File: src/rtl/fp_accum_seq.sv
// Packet reduction sequencer feeding a pipelined IEEE-754 single-precision adder.
// Accepts floats on a valid/ready stream and emits the packet sum and element count.
module fp_accum_seq #(
   parameter int EXP_W   = 8,
   parameter int MAN_W   = 23,
   parameter int ADD_LAT = 1,
   parameter int CNT_W   = 16
) (
   input  logic                   clk,
   input  logic                   rst,
   input  logic                   in_valid,
   output logic                   in_ready,
   input  logic [EXP_W+MAN_W:0]   in_data,
   input  logic                   in_last,
   output logic [EXP_W+MAN_W:0]   add_in1,
   output logic [EXP_W+MAN_W:0]   add_in2,
   input  logic [EXP_W+MAN_W:0]   add_out,
   output logic                   out_valid,
   input  logic                   out_ready,
   output logic [EXP_W+MAN_W:0]   out_data,
   output logic [CNT_W-1:0]       out_count
);

   localparam int DW    = EXP_W + MAN_W + 1;
   localparam int LAT_W = (ADD_LAT < 2) ? 1 : $clog2(ADD_LAT + 1);

   typedef enum logic [1:0] {
      S_IDLE,
      S_ACC,
      S_ADD,
      S_DONE
   } state_e;

   state_e           state_q, state_d;
   logic [DW-1:0]    acc_q, acc_d;
   logic [DW-1:0]    op_b_q, op_b_d;
   logic [DW-1:0]    add_in1_q, add_in1_d;
   logic [CNT_W-1:0] count_q, count_d;
   logic [LAT_W-1:0] lat_q, lat_d;
   logic             last_q, last_d;

   logic             in_zero;
   logic             acc_zero;
   logic [CNT_W-1:0] count_inc;

   // A zero exponent field (true zero or denormal) never reaches the adder.
   assign in_zero   = (in_data[MAN_W +: EXP_W] == '0);
   assign acc_zero  = (acc_q[MAN_W +: EXP_W] == '0);
   assign count_inc = (&count_q) ? count_q : count_q + CNT_W'(1);

   always_comb begin
      // NOTE: every output of this block gets a default first, so no path leaves a latch behind.
      state_d   = state_q;
      acc_d     = acc_q;
      op_b_d    = op_b_q;
      add_in1_d = add_in1_q;
      count_d   = count_q;
      lat_d     = lat_q;
      last_d    = last_q;
      in_ready  = 1'b0;
      out_valid = 1'b0;

      case (state_q)
         S_IDLE: begin
            in_ready = rst;
            if (in_valid && rst) begin
               acc_d   = in_data;
               count_d = CNT_W'(1);
               state_d = in_last ? S_DONE : S_ACC;
            end
         end

         S_ACC: begin
            in_ready = rst;
            if (in_valid && rst) begin
               count_d = count_inc;
               if (in_zero) begin
                  state_d = in_last ? S_DONE : S_ACC;
               end else if (acc_zero) begin
                  acc_d   = in_data;
                  state_d = in_last ? S_DONE : S_ACC;
               end else begin
                  op_b_d    = in_data;
                  add_in1_d = acc_q;
                  lat_d     = '0;
                  last_d    = in_last;
                  state_d   = S_ADD;
               end
            end
         end

         S_ADD: begin
            // Operands stay frozen in add_in1_q/op_b_q until the adder result is due.
            if (lat_q == LAT_W'(ADD_LAT)) begin
               acc_d   = add_out;
               state_d = last_q ? S_DONE : S_ACC;
            end else begin
               lat_d = lat_q + LAT_W'(1);
            end
         end

         S_DONE: begin
            out_valid = 1'b1;
            if (out_ready) begin
               acc_d   = '0;
               count_d = '0;
               state_d = S_IDLE;
            end
         end

         default: state_d = S_IDLE;
      endcase
   end

   // NOTE: the async reset clears every state register, so a reset mid-packet discards the partial sum.
   always_ff @(posedge clk or negedge rst) begin
      if (!rst) begin
         state_q   <= S_IDLE;
         acc_q     <= '0;
         op_b_q    <= '0;
         add_in1_q <= '0;
         count_q   <= '0;
         lat_q     <= '0;
         last_q    <= 1'b0;
      end else begin
         // NOTE: non-blocking updates so all registers see the pre-edge values of each other.
         state_q   <= state_d;
         acc_q     <= acc_d;
         op_b_q    <= op_b_d;
         add_in1_q <= add_in1_d;
         count_q   <= count_d;
         lat_q     <= lat_d;
         last_q    <= last_d;
      end
   end

   assign add_in1   = add_in1_q;
   assign add_in2   = op_b_q;
   assign out_data  = acc_q;
   assign out_count = count_q;

endmodule

File: config.mk
export PLATFORM = sky130hd
export DESIGN_NAME = fp_accum_seq
export DESIGN_NICKNAME = d
export VERILOG_FILES = /design/src/rtl/fp_accum_seq.sv
export SDC_FILE = /design/constraint.sdc
export NUM_CORES = 1
export LEC_CHECK = 0
export CAP_MARGIN = 10
export CORE_ASPECT_RATIO = 1.25
export CORE_MARGIN = 4
export CORE_UTILIZATION = 57
export DETAILED_ROUTE_END_ITERATION = 10
export DONT_BUFFER_PORTS = 1
export PLACE_DENSITY = 0.75
export SLEW_MARGIN = 20
export SYNTH_ARGS = -nofsm -noshare
export SYNTH_HDL_FRONTEND = slang
export SYNTH_SLANG_ARGS = --single-unit
File: constraint.sdc
create_clock -name clk -period 2.1 [get_ports clk]
set_clock_uncertainty 0.15 [all_clocks]
set_input_delay 0.105 -clock clk [delete_from_list [all_inputs] [get_ports clk]]
set_output_delay 0.105 -clock clk [all_outputs]
set_load 0.03 [all_outputs]
# --- Yosys cells after proc, flatten, opt, wreduce, memory -nomap -nowiden ---
# Index checks and enable logic that the tools add are counted.
op_classes:
  mux: 28
  n_eq_ne: 11
  bitwise: 2
  n_reduce_logical: 13
  n_addsub: 2
op_table:
  columns: ["operator", "count"]
  rows:
  - ["32-bit two-way mux", 6]
  - ["32-bit case mux with 4 select lines", 1]
  - ["16-bit two-way mux", 4]
  - ["16-bit case mux with 3 select lines", 1]
  - ["16-bit by 1-bit adder with 16-bit output (second input constant)", 1]
  - ["8-bit logical NOT", 2]
  - ["2-bit two-way mux", 8]
  - ["2-bit inequality test (second input constant)", 8]
  - ["16-bit AND reduction", 1]
  - ["4-bit AND reduction", 3]
  - ["2-bit case mux with 4 select lines", 1]
  - ["1-bit two-way mux", 6]
  - ["6-bit AND reduction", 1]
  - ["5-bit AND reduction", 1]
  - ["2-bit == test (second input constant)", 2]
  - ["3-bit nonzero test", 1]
  - ["2-bit by 1-bit == test with 1-bit output (second input constant)", 1]
  - ["2-bit logical NOT", 1]
  - ["1-bit inverter", 2]
  - ["1-bit case mux with 2 select lines", 1]
  - ["2-bit nonzero test", 1]
  - ["2-bit OR reduction", 1]
  - ["1-bit adder (second input constant)", 1]
  - ["1-bit logical AND", 1]
word_totals:
  input_bits: 69
  ff_bits: 116
  output_inout_bits: 114

# --- Depth between registers and ports, before layout ---
# Gate-level depths: netlist of the first run.
depth:
  ltp_word: 5
  mapped_depth: 9
  depth_no_buf: 7

# --- Worst setup path after synthesis of the first run ---
# No wires, ideal clock.
synth_timing:
  path_kind: "reg-to-reg"
  from: "register count_q[0] (netlist: out_count[0])"
  to: "register count_q[2] (netlist: out_count[2])"
  n_path_buf: 1
  setup_slack_ps: -80
  setup_ps: 84
  required_ps: 1866
  period_less_slack_ps: 2180
  stages_incl_launch_ff: 8
  arrival_time_ps: 1945
  cell_sequence: "dfrtp_1 -> ha_1 -> nand3_1 -> nor4b_2 -> a31o_2 -> buf_2 -> o21ai_0 -> o21ai_0"
synth_via:
  elab_chain_len: 4
  word_cells_on_any_way: 7
  classes_between: "1 x add/sub; 1 x eq/ne; 3 x mux; 2 x reduce/logical"
synth_rtl:
  columns: ["element", "line_no", "rtl"]
  rows:
  - ["start: declaration", "38", "logic [CNT_W-1:0] count_q, count_d;"]
  - ["start signal: assignment", "131", "count_q <= count_d;"]
  - ["16-bit by 1-bit adder with 16-bit output", "49", "assign count_inc = (&count_q) ? count_q : count_q + CNT_W'(1);"]
  - ["16-bit two-way mux", "49", null]
  - ["16-bit two-way mux", "75", "if (in_valid && rst) begin"]
  - ["16-bit case mux with 3 select lines", "63", "case (state_q)"]
# Several ways; a longest one is shown, not always the timed one. The select of a mux whose other input is x is not followed.
# A chain may end at the register's enable or synchronous reset.

# --- Final worst setup path of the first run ---
layout_timing:
  from: "register state_q[0]"
  to: "register acc_q[30] (netlist: out_data[30])"
layout_via:
  elab_chain_len: 3
  word_cells_on_any_way: 12
  classes_between: "9 x eq/ne; 1 x mux; 2 x reduce/logical"
layout_rtl:
  columns: ["element", "line_no", "rtl"]
  rows:
  - ["start: declaration", "34", "state_e state_q, state_d;"]
  - ["start signal: assignment", "127", "state_q <= state_d;"]
  - ["2-bit by 1-bit == test with 1-bit output (tied with other cells)", "63", null]
  - ["2-bit inequality test (no line)", null, null]
  - ["6-bit AND reduction (no line)", null, null]
  - ["end signal: assignment", "119", "acc_q <= '0;"]
  - ["end signal: assignment", "128", "acc_q <= acc_d;"]
  - ["end: declaration", "35", "logic [DW-1:0] acc_q, acc_d;"]
# Several ways; a longest one is shown, not always the timed one.

==> results of run 1 <==
[metal layers]
layer,vias up,wire [µm]
met2,238,8600
met3,39,1360
met5,-,0
met4,0,455
li1,1868,-
met1,2154,5450
[worst min path at each step]
stage / start / end / slack (ps) / cells after the start
after global placement: rst / out_count[12]$_DFFE_PN0P_ / -340 / 0
final: rst / add_in1[26]$_DFFE_PN0P_ / -880 / 0
after global routing: rst / out_count[11]$_DFFE_PN0P_ / -890 / 0
after CTS: rst / add_in1[0]$_DFFE_PN0P_ / -880 / 0
after floorplan: rst / add_in1[0]$_DFFE_PN0P_ / -340 / 0
after detailed placement: rst / out_count[11]$_DFFE_PN0P_ / -340 / 0
[power breakdown]
| group | leakage, nW | internal (W) | switching [W] |
|---|---|---|---|
| Combinational | 1.40 | 0.00221 | 0.00251 |
| Clock | 0.289 | 0.00188 | 0.00101 |
| Sequential | 1.38 | 0.00327 | 0.00267 |
[placed cells by master (no fill, tap or decap), drive strengths merged, types with 4 or more instances in the layout]
master	instances
mux2	65
ha	6
nor3b	28
a21oi	70
buf	46
nand4	4
inv	4
clkbuf	26
a31oi	7
nand2	21
clkinv	5
dfrtp	116
nand3	6
dlygate4sd3	67
nor2	40
a22oi	4
o21ai	10
a22o	4
and3	8
[cell type report]
| class | count | area [µm²] | share of cell area [%] |
|---|---|---|---|
| tap | 120 | 150 | 2.11 |
| timing repair buffer | 118 | 1250 | 17.5 |
| multi-input combinational | 307 | 2220 | 31.2 |
| clock inverter | 10 | 130 | 1.82 |
| sequential | 116 | 2900 | 40.7 |
| clock buffer | 21 | 459 | 6.44 |
| inverter | 4 | 15.0 | 0.211 |
[timing repair]
item | 4_1_cts | 5_1_grt
hold endpoints to repair | 184 | 116
endpoints found under the setup margin | 0 | 109
buffers inserted | 0 | 4
gates resized for setup | 0 | 14
[flip-flops by register name (all words and copies together), names as in the netlist]
register,count
out_data,32
out_count,16
add_in2,32
lat_q,1
state_q,2
add_in1,32
last_q,1
[stage by stage]
stage               setup TNS (ps)  instances
floorplan                    -1010        456
global placement                 0        589
detailed placement               0        589
CTS                              0        687
global route                 -1330        696
finish                           0        696
[cell families (layout without fill, tap and decap cells)]
group | after synthesis | in the layout | share of synthesized area [%]
AND/OR/NAND/NOR | 124 | 124 | 12.9
AO/OA/AOI/OAI | 112 | 112 | 12.5
multiplexers | 65 | 65 | 14.0
flip-flops | 116 | 116 | 55.6
adder cells (fa/ha/maj) | 6 | 6 | 1.44
buffers and inverters | 33 | 153 | 3.55
==> flow_summary_export.csv, run 1 <==
group,metric,value,unit
outcome,outcome,"finished with violations",
outcome,failed_checks,"hold timing",
synthesis,synthDistinctLibCells,45,
power_and_ir_drop,total_power,0.0136,W
timing,finalSetupViolCount,0,
worst_setup_path,timing.setup.critical_path_class,"reg -> reg",
detailed_routing,wire_per_inst,22.8,µm
worst_setup_path,required_arrival_time_at_the_worst_endpoint,2380,ps
worst_setup_path,critical_path_buf_inv_count,4,
global_route,first_global_vias,4514,
worst_setup_path,crit_slowest_cell,"dfrtp_1",
floorplanning,row_cnt,38,
finish,post_route_cells_drive_above_1_share,23.4,%
timing,report.final.hold_viol_count,117,
job,max_cap_violations,0,
floorplanning,floorplan.initialDensity,59.3,%
clock_tree,numCtsBuffers,17,
detailed_routing,ant_nets,0,
synthesis,synth_common_cells,"116 x dfrtp_1, 69 x a21oi_1, 40 x nor2_1",
worst_setup_path,worst_setup_path_end_kind,"flip-flop",
synthesis,synth_most_common_cell,"dfrtp_1",
detailed_routing,route.vias.total,4299,
clock_tree,ctsHtreeMaxLevel,4,
floorplanning,dieWidth,93.6,µm
synthesis,number_of_storage_elements_in_the_synthesis_netlist,116,
worst_setup_path,ff2ff_setup_slack,30,ps
global_route,grt.overflow.total,0,
power_and_ir_drop,powerDensity,1900,mW/mm²
clock_tree,clk_latency,520,ps
worst_setup_path,timing.critical_path.cells,"inv_1, ha_2, o2bb2ai_2, buf_6, nand3_4, a21oi_4, buf_6, clkbuf_16, nor2_1, a21oi_1",
worst_setup_path,cpLargestDelayFamily,"compound AO/OA/AOI/OAI gates",
clock_tree,clk_root_buffer_cell,"clkbuf_8",
global_route,global_route.usage.met2,50.5,%
global_route,antenna_found_initial,0,
detailed_routing,post-route-drc-count,0,
finish,final_util,81.1,%
worst_setup_path,timing.rr.start,"state_q[0]$_DFFE_PN0P_",
global_route,globalRouteTotalUtil,28.4,%
timing,period_utilization_post_route,98.4,%
finish,synthToLayoutAreaGrowth,36.6,%
placement,hpwlAfterDp,9120,µm
timing,setup_slack,32.7,ps
detailed_routing,final_wirelength,15900,µm
worst_setup_path,slowest_delay,380,ps
synthesis,synth_area_leaders,"dfrtp_1 56%, mux2_2 8.0%, a21oi_1 6.6%",
clock_tree,cts_num_sinks,116,
synthesis,postSynth.topFlopCell,"dfrtp_1",
timing,fmaxAchievable,0.484,GHz
synthesis,syn_area_per_cell,11.4,µm²
worst_setup_path,cp-endpoint,"out_data[30]$_DFFE_PN0P_",
worst_setup_path,crit_cells,10,
detailed_routing,drt_iter0_markers,286,
detailed_routing,via_per_inst,6.18,
power_and_ir_drop,p_leak,3.07,nW
placement,port-buffer-count,0,
worst_setup_path,rr_endpoint,"out_data[30]$_DFFE_PN0P_",
floorplanning,ios,183,
synthesis,library_cell_with_the_largest_summed_area_after_synthesis,"dfrtp_1",
synthesis,synth_enable_flop_cells,0,
floorplanning,die_h,115,µm
timing,worst_slew_pin_slew,414,ps
global_route,grt_use_met1,30.3,%
finish,n_antenna_cell,0,
detailed_routing,iteration_count_of_the_initial_detailed_routing_pass,6,
synthesis,ys_seq_area_share,55.6,%
placement,pre_cts_ws,61.9,ps
worst_setup_path,r2r_depth,10,
clock_tree,worst_case_clock_buffer_depth,2,
timing,slew-limit-headroom,72.4,%
placement,gpl.final_weighted_congestion,0.878,
global_route,globalRoute.busiestLayer,"met2",
synthesis,synthCells,456,
clock_tree,cts_tree,"yes",
worst_setup_path,crit_top_cell,"buf_6",
timing,whs,-875,ps
global_route,grt_util_met3,9.10,%
finish,final_area,0.00713,mm²
finish,fillCellCount,488,
clock_tree,clkTransAtPathRegs,60,ps
synthesis,ys_async_sr_fraction,100,%
clock_tree,hold_buffers,67,
worst_setup_path,critPathArrivalTime,2350,ps
power_and_ir_drop,worst_ir_drop_vdd,1.26,mV
timing,drv_slew,0,
global_route,grt_first_pass_wirelength,23300,µm
synthesis,mappedNetlistArea,0.00522,mm²
worst_setup_path,setup.worst_path.start_class,"flip-flop",
placement,post_dp_cell_area,0.00563,mm²
synthesis,syn-num-nets,531,
global_route,grt_start_max_net_pins,120,
timing,final_period_minus_worst_setup_slack,2070,ps
finish,final_nets,639,
worst_setup_path,timing.critical_path.from,"state_q[0]$_DFFE_PN0P_",
worst_setup_path,timing.critical_path.fanout_max,6,
min_path,holdCritPathClass,"in -> async",
floorplanning,placeableCoreArea,0.00880,mm²
synthesis,synth_warnings,0,
floorplanning,die_area,0.0108,mm²
synthesis,proportion_of_netlist_area_held_by_the_largest_area_contributor,55.6,%
(Power assumes the default switching activity.)
==> run 2: changes to the inputs <==
PLACE_DENSITY = 0.8   (was 0.75)
==> flow_summary_export.csv, run 2 (synthesis gave the netlist of run 1 again) <==
group,metric,value,unit
global_route,grt_start_max_net_pins,120,
clock_tree,clkTransAtPathRegs,60,ps
timing,final_period_minus_worst_setup_slack,2060,ps
placement,pre_cts_ws,-78.5,ps
detailed_routing,ant_nets,0,
placement,dp_cells,588,
worst_setup_path,timing.setup.critical_path_class,"reg -> reg",
finish,finish.cell_count_without_fillers,691,
floorplanning,die_h,115,µm
clock_tree,ctsHtreeMaxLevel,4,
worst_setup_path,setup.worst_path.start_class,"flip-flop",
power_and_ir_drop,powerDensity,1900,mW/mm²
timing,period_utilization_post_route,98.2,%
detailed_routing,drt_iter0_markers,376,
timing,whs,-860,ps
detailed_routing,final_wirelength,16400,µm
clock_tree,clk_root_buffer_cell,"clkbuf_8",
global_route,grt_first_pass_wirelength,24700,µm
clock_tree,cts_num_sinks,116,
detailed_routing,post-route-drc-count,0,
timing,setup_slack,37.0,ps
global_route,globalRouteTotalUtil,30.1,%
finish,fillCellCount,492,
outcome,outcome,"finished with violations",
power_and_ir_drop,p_leak,3.05,nW
power_and_ir_drop,total_switching_power,0.00611,W
timing,final_total_negative_setup_slack,0,ps
timing,worst_slew_pin_slew,494,ps
detailed_routing,iteration_count_of_the_initial_detailed_routing_pass,5,
detailed_routing,wire_per_inst,23.7,µm
finish,post_route_cells_drive_above_1_share,22.9,%
detailed_routing,route.vias.total,4422,
job,max_cap_violations,0,
power_and_ir_drop,sw_frac_of_total,45.4,%
min_path,holdCritPathClass,"in -> async",
floorplanning,dieWidth,93.6,µm
worst_setup_path,timing.rr.start,"out_count[0]$_DFFE_PN0P_",
power_and_ir_drop,worst_ir_drop_vdd,1.13,mV
floorplanning,die_area,0.0108,mm²
outcome,failed_checks,"hold timing",
finish,most-common-layout-cells,"114 x dfrtp_1, 69 x a21oi_1, 67 x dlygate4sd3_1",
worst_setup_path,ff2ff_setup_slack,40,ps
global_route,antenna_found_initial,0,
placement,gpl.final_weighted_congestion,0.873,
floorplanning,row_cnt,38,
global_route,first_global_vias,4680,
worst_setup_path,timing.critical_path.fanout_max,6,
timing,slew-limit-headroom,67.1,%
floorplanning,placeableCoreArea,0.00880,mm²
power_and_ir_drop,share_comb_of_total_power,31.9,%
timing,drv_slew,0,
global_route,grt.overflow.total,0,
finish,final_common_cell,"dfrtp_1",
worst_setup_path,required_arrival_time_at_the_worst_endpoint,2330,ps
placement,hpwlAfterDp,9070,µm
clock_tree,clk_latency,510,ps
clock_tree,numCtsBuffers,17,
worst_setup_path,rr_endpoint,"out_count[6]$_DFFE_PN0P_",
floorplanning,ios,183,
timing,report.final.hold_viol_count,118,
finish,synthToLayoutAreaGrowth,35.8,%
timing,fmaxAchievable,0.485,GHz
finish,final_nets,631,
finish,final_util,80.6,%
power_and_ir_drop,cellInternalPower,0.00735,W
clock_tree,cts_tree,"yes",
worst_setup_path,worst_setup_path_end_kind,"flip-flop",
clock_tree,worst_case_clock_buffer_depth,2,
worst_setup_path,critPathArrivalTime,2290,ps
floorplanning,floorplan.initialDensity,59.3,%
power_and_ir_drop,clock_power_share,23.9,%
detailed_routing,via_per_inst,6.40,
worst_setup_path,r2r_depth,7,
placement,port-buffer-count,0,
timing,finalSetupViolCount,0,
power_and_ir_drop,pwr-share-seq,44.2,%
-- run 2: changes by cell type in the layout (fill, tap and decap cells not counted), moves of 2 or more --
cell	delta
bufinv_16	+2
buf_12	-2
diode_2	+3
clkbuf_8	+3
clkbuf_16	-4
ha_2	-2
buf_6	-2
o21ai_0	-2
clkinvlp_4	-2
clkinv_2	-3
-- run 2: per-layer routing --
layer / vias up / share of wire (%) / GRT usage (%)
met2: 297 / 52 / 51.1
met1: 2182 / 34 / 31.6
met3: 83 / 9.1 / 10.5
met4: 0 / 5.7 / 19.7
met5: - / 0 / 0
li1: 1860 / - / -
-- run 2: how the worst max path moves through the flow --
stage | from | to | slack [ps] | cells past startpoint
finish | out_count[0]$_DFFE_PN0P_ | out_count[6]$_DFFE_PN0P_ | 40 | 7
global route | out_data[24]$_DFFE_PN0P_ | add_in2[26]$_DFFE_PN0P_ | -70 | 5
CTS | state_q[0]$_DFFE_PN0P_ | out_count[7]$_DFFE_PN0P_ | 10 | 7
detailed placement | state_q[0]$_DFFE_PN0P_ | out_data[12]$_DFFE_PN0P_ | -80 | 7
global placement | state_q[0]$_DFFE_PN0P_ | out_data[9]$_DFFE_PN0P_ | 80 | 7
floorplan | state_q[1]$_DFFE_PN0P_ | out_data[0]$_DFFE_PN0P_ | -50 | 8
-- run 2: worst max-delay path: stages (launching register included) --
cell and delay, ps:
dfrtp_2 360, ha_1 220, nand3_1 180, nor4b_4 490, a211oi_2 130, buf_4 180
a21oi_1 160, a31oi_1 70
-- run 2: final cells by class --
class,count,area (µm²),share of cell area (%)
clock buffers,23,497,7.01
inverters,4,15.0,0.212
diodes,3,7.51,0.106
flip-flops and latches,116,2910,41.0
multi-input cells,307,2260,31.9
clock inverters,8,169,2.38
repair buffers,110,1090,15.3
well taps,120,150,2.12
-- run 2: repair_timing --
item                                    CTS  global route
endpoints found under the setup margin   38           109
cloned                                    0             1
hold buffers                             67             1
endpoints found under the hold margin   185           119
resized for setup                         4            16
pin swaps                                 0             3
buffers inserted                          0             1
-- run 2: metrics by stage --
stage / power [W] / area, µm²
detailed placement: 0.00954 / 5610
global route: 0.0140 / 7080
CTS: 0.0130 / 6960
global placement: 0.00936 / 5610
finish: 0.0135 / 7090
floorplan: 0.00828 / 5230
-- run 2: power by group through the flow --
| stage | Sequential (W) | Combinational [W] | Clock, W |
|---|---|---|---|
| 2_1_floorplan | 0.00588 | 0.00240 | 0 |
| 3_3_place_gp | 0.00586 | 0.00350 | 0 |
| 3_5_place_dp | 0.00590 | 0.00365 | 0 |
| 4_1_cts | 0.00588 | 0.00385 | 0.00324 |
| 5_1_grt | 0.00607 | 0.00460 | 0.00335 |
| 6_report | 0.00595 | 0.00429 | 0.00322 |
==> run 3: changes to the inputs <==
ABC_AREA = 1   (was default)
CTS_CLUSTER_SIZE = 28   (was default)
==> flow_summary_export.csv, run 3 <==
group,metric,value,unit
worst_setup_path,cpLargestDelayFamily,"flip-flops",
floorplanning,ios,183,
timing,final_period_minus_worst_setup_slack,2000,ps
finish,final_common_cell,"nand2_1",
synthesis,synth_common_cells,"176 x nand2_1, 116 x dfrtp_1, 84 x inv_1",
worst_setup_path,setup.worst_path.start_class,"flip-flop",
detailed_routing,post-route-drc-count,0,
power_and_ir_drop,total_power,0.0117,W
finish,fillCellCount,603,
worst_setup_path,timing.critical_path.cells,"inv_1, ha_1, o21ai_1, nand2_2, nor2_4, nand3_4, buf_6, o21ai_1",
global_route,globalRouteTotalUtil,29.9,%
placement,port-buffer-count,0,
finish,post_route_cells_drive_above_1_share,10.8,%
finish,most-common-layout-cells,"175 x nand2_1, 116 x dfrtp_1, 83 x inv_1",
worst_setup_path,critical_path_buf_inv_count,2,
clock_tree,worst_case_clock_buffer_depth,2,
clock_tree,clk_latency,410,ps
synthesis,synthDistinctLibCells,30,
synthesis,synth_area_leaders,"dfrtp_1 55%, nand2_1 12%, o21ai_0 6.7%",
clock_tree,cts_tree,"yes",
detailed_routing,ant_nets,0,
global_route,grt_start_max_net_pins,119,
clock_tree,clk_root_buffer_cell,"clkbuf_16",
timing,drv_slew,0,
synthesis,synthCells,631,
worst_setup_path,crit_slowest_cell,"dfrtp_1",
power_and_ir_drop,p_leak,3.34,nW
clock_tree,hold_buffers,65,
floorplanning,die_h,116,µm
worst_setup_path,crit_top_cell,"o21ai_1",
worst_setup_path,worst_setup_path_end_kind,"flip-flop",
floorplanning,dieWidth,94.4,µm
synthesis,number_of_storage_elements_in_the_synthesis_netlist,116,
worst_setup_path,timing.setup.critical_path_class,"reg -> reg",
synthesis,proportion_of_netlist_area_held_by_the_largest_area_contributor,54.6,%
timing,finalSetupViolCount,0,
floorplanning,die_area,0.0109,mm²
synthesis,library_cell_with_the_largest_summed_area_after_synthesis,"dfrtp_1",
clock_tree,numCtsBuffers,17,
placement,gpl.final_weighted_congestion,0.887,
timing,slew-limit-headroom,60.5,%
timing,worst_slew_pin_slew,587,ps
synthesis,mappedNetlistArea,0.00532,mm²
power_and_ir_drop,worst_ir_drop_vdd,0.733,mV
timing,unrepaired_setup_endpoints_after_global_routing,"yes",
finish,multiInputGateArea,0.00195,mm²
global_route,grt.overflow.total,0,
clock_tree,ctsHtreeMaxLevel,4,
min_path,holdCritPathClass,"in -> async",
worst_setup_path,critPathArrivalTime,2150,ps
outcome,outcome,"finished with violations",
finish,regArea,0.00290,mm²
detailed_routing,route.vias.total,4845,
timing,whs,-748,ps
worst_setup_path,required_arrival_time_at_the_worst_endpoint,2250,ps
finish,final_util,75.0,%
floorplanning,row_cnt,39,
detailed_routing,drt_iter0_markers,379,
timing,period_utilization_post_route,95.3,%
global_route,grt_first_pass_wirelength,24800,µm
synthesis,syn-num-nets,706,
synthesis,synth_most_common_cell,"nand2_1",
synthesis,syn_area_per_cell,8.43,µm²
detailed_routing,via_per_inst,5.66,
floorplanning,floorplan.initialDensity,58.3,%
clock_tree,clkTransAtPathRegs,60,ps
synthesis,synth_enable_flop_cells,0,
finish,final_nets,797,
detailed_routing,wire_per_inst,18.8,µm
detailed_routing,final_wirelength,16100,µm
job,max_cap_violations,0,
timing,report.final.hold_viol_count,116,
timing,fmaxAchievable,0.500,GHz
synthesis,postSynth.topFlopCell,"dfrtp_1",
power_and_ir_drop,powerDensity,1720,mW/mm²
placement,hpwlAfterDp,9890,µm
outcome,failed_checks,"hold timing",
clock_tree,cts_num_sinks,116,
synthesis,ys_async_sr_fraction,100,%
synthesis,ys_seq_area_share,54.6,%
global_route,antenna_found_initial,3,
floorplanning,placeableCoreArea,0.00913,mm²
global_route,first_global_vias,4838,
synthesis,synth_warnings,0,
finish,synthToLayoutAreaGrowth,28.7,%
worst_setup_path,slowest_delay,410,ps
detailed_routing,iteration_count_of_the_initial_detailed_routing_pass,6,
worst_setup_path,timing.critical_path.fanout_max,22,
==> run 3: cell count changes in the layout (fill, tap and decap cells not counted), moves of 37 or more <==
cell,previous run,this run
nand2_1,21,175
inv_1,4,83
a21oi_1,69,5
o21ai_0,8,68
o21ai_1,1,46
mux2_2,37,0
==> run 3: final timing paths <==
| check | from | end | slack, ps | cells after the start |
|---|---|---|---|---|
| setup / recovery | state_q[0]$_DFFE_PN0P_ | out_data[21]$_DFFE_PN0P_ | 100 | 8 |
| hold / removal | rst | add_in1[10]$_DFFE_PN0P_ | -750 | 0 |
| setup reg to reg | state_q[0]$_DFFE_PN0P_ | out_data[21]$_DFFE_PN0P_ | 100 | 8 |
| hold reg to reg | lat_q$_DFFE_PN0P_ | lat_q$_DFFE_PN0P_ | 340 | 2 |
| max in group asynchronous | rst | add_in1[0]$_DFFE_PN0P_ | 2390 | 0 |
| min in group clk | out_ready | out_data[19]$_DFFE_PN0P_ | 50 | 6 |
==> run 3: where the power goes <==
part	switching, W	total [W]	internal, W
logic	0.00243	0.00377	0.00134
registers	0.00219	0.00529	0.00310
clock network	0.000943	0.00268	0.00174
total	0.00556	0.0117	0.00618
==> run 3: cell families (layout without fill, tap and decap cells) <==
group	after synthesis	in the layout	synth area share, %
xor+xnor	3	3	0.494
simple gates	234	234	18.1
fa+ha+maj	6	6	1.41
compound gates	155	155	16.3
other cells	0	3	0
buf+inv	117	216	9.13
flops	116	116	54.6
==> run 3: final cells by class <==
class,count,share of cell area [%]
well taps,123,2.25
clock inverters,5,0.768
multi-input cells,398,28.5
flip-flops and latches,116,42.4
clock buffers,22,7.22
repair buffers,104,14.1
diodes,3,0.110
inverters,85,4.66
==> run 3: what timing repair did <==
| item | CTS | global route |
|---|---|---|
| setup buffers | 1 | 2 |
| hold endpoints to repair | 182 | 116 |
| endpoints found under the setup margin | 14 | 80 |
| pin swaps | 1 | 1 |
| resized for setup | 2 | 8 |
==> run 3: through the flow <==
stage / setup slack [ps] / area (µm²) / instances / setup TNS [ps]
6_report: 98.3 / 6840 / 856 / 0
5_1_grt: -2.88 / 6840 / 856 / -2.88
4_1_cts: 7.37 / 6810 / 851 / 0
3_5_place_dp: -65.2 / 5600 / 758 / -233
3_3_place_gp: 151 / 5600 / 758 / 0
2_1_floorplan: 257 / 5320 / 631 / 0
==> run 3: layer usage <==
metal	track usage, %	vias up	wire length, µm	part of all wire (%)
li1	-	2212	-	-
met1	32.4	2257	5590	35
met2	50.2	285	8190	51
met3	9.87	91	1480	9.2
met4	19.1	0	850	5.3
met5	0	-	0	0
==> run 3: worst reg2reg max path, stage by stage (launching register included) <==
cell	delay [ps]
dfrtp_1	410
inv_1	110
ha_1	230
o21ai_1	150
nand2_2	100
nor2_4	160
nand3_4	130
buf_6	200
o21ai_1	260
